--- config.mk ---
export PLATFORM = sky130hd
export DESIGN_NAME = fir_host_if
export DESIGN_NICKNAME = d
export VERILOG_FILES = /design/src/rtl/fir_host_if.sv
export SDC_FILE = /design/constraint.sdc
export NUM_CORES = 1
export LEC_CHECK = 0
export ABC_AREA = 1
export CAP_MARGIN = 5
export CORE_MARGIN = 2
export CORE_UTILIZATION = 45
export DETAILED_ROUTE_END_ITERATION = 12
export PLACE_DENSITY = 0.71
export SETUP_SLACK_MARGIN = 0.2
export SLEW_MARGIN = 15
export SYNTH_ARGS = -nofsm -noshare
export SYNTH_HDL_FRONTEND = slang
export SYNTH_SLANG_ARGS = --single-unit
--- constraint.sdc ---
create_clock -name clk -period 1.7 [get_ports clk]
set_input_delay 0.255 -clock clk [delete_from_list [all_inputs] [get_ports clk]]
set_output_delay 0.255 -clock clk [all_outputs]
set_load 0.02 [all_outputs]
--- src/rtl/fir_host_if.sv ---
// Frame controller and nibble serializer/deserializer between a parallel
// sample stream and a nibble-serial FIR processing-element chain.
module fir_host_if #(
  parameter int FRAME_LEN = 8
) (
  input  logic        clk,
  input  logic        rst_n,
  input  logic        in_valid,
  input  logic [7:0]  in_data,
  output logic        in_ready,
  output logic        pe_rdy,
  output logic [3:0]  pe_xin,
  output logic [3:0]  pe_yin,
  input  logic [3:0]  pe_yout,
  input  logic        pe_vld,
  output logic        out_valid,
  output logic [15:0] out_data,
  output logic        sync_err,
  output logic        busy
);

  typedef enum logic {IDLE, FRAME} state_t;

  localparam logic [7:0] F_LAST = 8'(FRAME_LEN - 1);

  state_t      state, state_nx;
  logic [7:0]  f, f_nx;
  logic        accept;
  logic [7:0]  x_reg;
  logic [15:0] acc;

  // The accumulator seed for the first PE is always zero.
  assign pe_yin = 4'h0;

  always_ff @(posedge clk or negedge rst_n) begin
    if (!rst_n) begin
      state <= IDLE;
      f     <= 8'd0;
    end else begin
      state <= state_nx;
      f     <= f_nx;
    end
  end

  // in_ready depends only on state/counter, never on in_valid.
  always_comb begin
    in_ready = (state == IDLE) || (f == F_LAST);
    accept   = in_valid && in_ready;
    state_nx = state;
    f_nx     = f;
    case (state)
      IDLE: begin
        if (accept) begin
          state_nx = FRAME;
          f_nx     = 8'd0;
        end
      end
      FRAME: begin
        if (f == F_LAST) begin
          f_nx = 8'd0;
          if (!accept) state_nx = IDLE;
        end else begin
          f_nx = f + 8'd1;
        end
      end
      default: begin
        state_nx = IDLE;
        f_nx     = 8'd0;
      end
    endcase
  end

  // Outputs are registered one cycle ahead of the frame slot they belong to,
  // so each is set on the edge that ends the preceding frame cycle.
  always_ff @(posedge clk or negedge rst_n) begin
    if (!rst_n) begin
      pe_rdy    <= 1'b0;
      pe_xin    <= 4'h0;
      out_valid <= 1'b0;
      out_data  <= 16'h0000;
      sync_err  <= 1'b0;
      busy      <= 1'b0;
      acc       <= 16'h0000;
      x_reg     <= 8'h00;
    end else begin
      pe_rdy    <= accept;
      pe_xin    <= 4'h0;
      out_valid <= 1'b0;
      busy      <= (state_nx == FRAME);
      if (accept) x_reg <= in_data;
      if (state == FRAME) begin
        case (f)
          8'd0: pe_xin <= x_reg[3:0];
          8'd1: begin
            pe_xin    <= x_reg[7:4];
            acc[3:0]  <= pe_yout;
          end
          8'd2: acc[7:4]  <= pe_yout;
          8'd3: acc[11:8] <= pe_yout;
          8'd4: begin
            acc[15:12] <= pe_yout;
            out_valid  <= 1'b1;
            out_data   <= {pe_yout, acc[11:0]};
          end
          default: ;
        endcase
        // The chain's valid must appear exactly in f5 and nowhere else.
        if ((f == 8'd5) != pe_vld) sync_err <= 1'b1;
      end
    end
  end

endmodule
==> flow_summary_export.csv <==
group,metric,value,unit
floorplanning,design.die.area,5670,sq um
timing,rsz_0062_raised_after_global_routing,"true",
yosys,synth.most_common_cell,"nand2_1",
critical_path,critical_path_peak_fanout,3,
grt,grtUsageTotal,17.7,%
route,drt.antenna.violating_nets,0,
pwr,power_density,1410,nW/um^2
yosys,yosys_warnings,0,
critical_path,critPathArrivalTime,1.35,ns
timing,max_clock_freq,621,MHz
yosys,compound_cell_area_share_of_the_yosys_netlist,9.23,%
route,route.detailed.drc,0,
grt,grt_total_ovfl,0,
cts,tritoncts,"built",
layout,diodes,0,
cts,cts_buffers,5,
critical_path,worst_setup_path_start_kind,"register",
yosys,synthesis.area_per_instance,9.12,sq um
grt,grt_pass1_wl,7.45,mm
yosys,async_reset_ff_share,100,%
layout,reg.largest.list,"out_data x16, acc x12",
route,dr.pass1.iters,4,
outcome,status,"finished, final reports clean",
grt,number_of_antenna_violations_at_the_first_check_in_global_routing,0,
yosys,syn-instance-count,251,
cts,cts_num_sinks,52,
yosys,synth_fa_ha_area_share,2.19,%
cts,worst_skew_pair.late_latency,0.31,ns
critical_path,ff2ff_path_depth,9,
route,vias_per_cell,4.83,
flow_run,drv_cap,0,
yosys,synth_top_cell_by_area,"dfrtp_1",
route,avgRoutedWirePerCell,12.8,microns
min_path,tightest_hold_check_type,"in2async",
grt,grt_pass1_vias,1640,
yosys,synth.area.mux_share,0,%
cts,clkSlewWorstSetupHoldPaths,0.10,ns
floorplanning,initial_core_util,47.5,%
grt,met1_usage,24.4,%
floorplanning,die_w,75.3,microns
critical_path,critical_path_class,"reg2out",
yosys,dominant_combinational_cell_family_by_area_after_synthesis,"simple AND/OR/NAND/NOR gates",
timing,final_critical_path_required_period,1.61,ns
grt,grt.met3_usage,4.10,%
pwr,static-leakage-power,1.58,nW
yosys,synth_enable_flop_cells,0,
floorplanning,std_cell_rows,25,
yosys,post_synth_and_or_nand_nor_area_fraction,23.3,%
floorplanning,ioPinCount,45,
critical_path,worstPathRequired,1.44,ns
timing,final_critical_path_setup_slack,0.0902,ns
floorplanning,core_area,4820,sq um
floorplanning,floorplan.die.height,75.3,microns
layout,largest_register_ffs,16,
route,vias,1841,
timing,worst_clock_skew,0.00883,ns
yosys,seq_area_frac_synth,56.8,%
layout,design.final.nets,333,
layout,area_growth_syn_to_layout,35.7,%
placement,io_buffers,40,
layout,register_containing_the_most_flip_flops_in_the_final_layout,"out_data",
pwr,vdd.ir_drop.worst,0.732,mV
placement,post-place-ws,0.000473,ns
route,detail_route.wirelength,4.88,mm
grt,maximum_number_of_pins_on_one_net_before_global_route_repair,29,
grt,use_met2,27.7,%
yosys,ys_seq_elements,52,
yosys,ys_top_cells_by_area,"dfrtp_1, nand2_1, o21ai_2, nand3_1, o21ai_0",
timing,finalHoldViolCount,0,
yosys,yosys.cell_types.count,22,
route,detail_route.iter0.violations,99,
cts,htree_num_levels,2,
yosys,netlist.area_leader.share,56.8,%
critical_path,critical_path.endpoint_type,"output port",
layout,post_route_cells_drive_above_1_share,25.5,%
placement,finalWeightedCongestion,0.761,
cts,cts_buffer_depth,2,
yosys,dominantRegCellSynth,"dfrtp_1",
cts,cts_root_buf,"clkbuf_8",
timing,setup_total_neg_slack,0,ns
grt,globalRoute.busiestLayer,"met2",
yosys,synthesis.area,2290,sq um
placement,hpwlAfterDp,3.18,mm
timing,setup_viol,0,
timing,slew_viol_final,0,
yosys,synthXorXnorAreaFrac,0.765,%
timing,post-route-period-util,94.7,%
yosys,synth.cells.most_frequent,"nand2_1, dfrtp_1, inv_1",
worst max-delay path: stages, from the launching register on:
cell and delay (ns):
dfrtp_1 0.40, ha_2 0.23, nand3_2 0.10, o21ai_4 0.18
buf_6 0.14
placed cells by master (no fill, tap or decap), types with 2 or more instances in the layout:
cell              n
nand2_1          74
inv_4             2
clkbuf_8          5
a21oi_1           2
inv_1            17
nand3_1          15
dlygate4sd2_1    24
nand4_1           4
nor2_2            3
o21ai_0          14
dfrtp_1          51
inv_2             2
nor2_1            7
buf_4            16
conb_1            4
nand2_4           5
ha_1              2
nand3_2           3
clkdlybuf4s50_1  14
o21ai_1           2
clkinvlp_4        3
nand2_2          13
buf_6             4
o21ai_2          12
logic make-up (layout without fill, tap and decap cells):
kind of cell,after synthesis,count (layout)
XOR/XNOR,2,2
flip-flops,52,52
AND/OR/NAND/NOR,126,127
other,1,4
buffers and inverters,34,93
AO/OA/AOI/OAI,32,32
adder cells (fa/ha/maj),4,4
per-stage QoR:
stage | hold WS (ns) | instance area, sq um | utilization (%) | instances | power [mW]
final | 0.453 | 3110 | 64.5 | 381 | 4.39
after global routing | 0.489 | 3110 | 64.5 | 381 | 4.69
after CTS | 0.472 | 2950 | 61.1 | 375 | 4.13
after detailed placement | 0.273 | 2800 | 58.1 | 364 | 3.37
after global placement | 0.280 | 2800 | 58.1 | 364 | 3.32
after floorplan | -0.0406 | 2300 | - | 254 | 2.94
per-layer routing:
| layer | share of wire [%] | wire length [microns] |
|---|---|---|
| met1 | 47 | 2280 |
| met2 | 49 | 2370 |
| met3 | 4.0 | 197 |
| met4 | 0.66 | 32 |
| met5 | 0 | 0 |
path summary, 6_finish.rpt:
kind / startpoint / slack [ns] / endpoint
setup / recovery: f[1] / 0.09 / in_ready
hold / removal: rst_n / 0.45 / acc[5]
setup reg to reg: f[1] / 0.15 / out_data[12]
hold reg to reg: sync_err / 0.47 / sync_err
max in group asynchronous: rst_n / 0.97 / x_reg[5]
min in group clk: sync_err / 0.47 / sync_err
final cells by class:
class	count	area (sq um)
multi-input combinational	169	952
timing repair buffer	62	573
clock inverter	3	26.3
sequential	52	1300
inverter	23	100
tap	67	83.8
fill	429	1710
clock buffer	5	68.8
timing repair:
action,CTS,global route
resized for setup,41,35
buffers inserted,1,5
endpoints found under the hold margin,52,0
hold buffers,1,0
gates cloned,1,1
pin swaps,0,12
setup endpoints to repair,51,43
report_power, final:
group          internal (mW)  switching [mW]  leakage, nW  total [mW]
combinational          0.760           0.967        0.916        1.73
clock                  0.300           0.444       0.0423       0.744
sequential              1.65           0.272        0.619        1.92
Power figures use the tool's default switching activity.
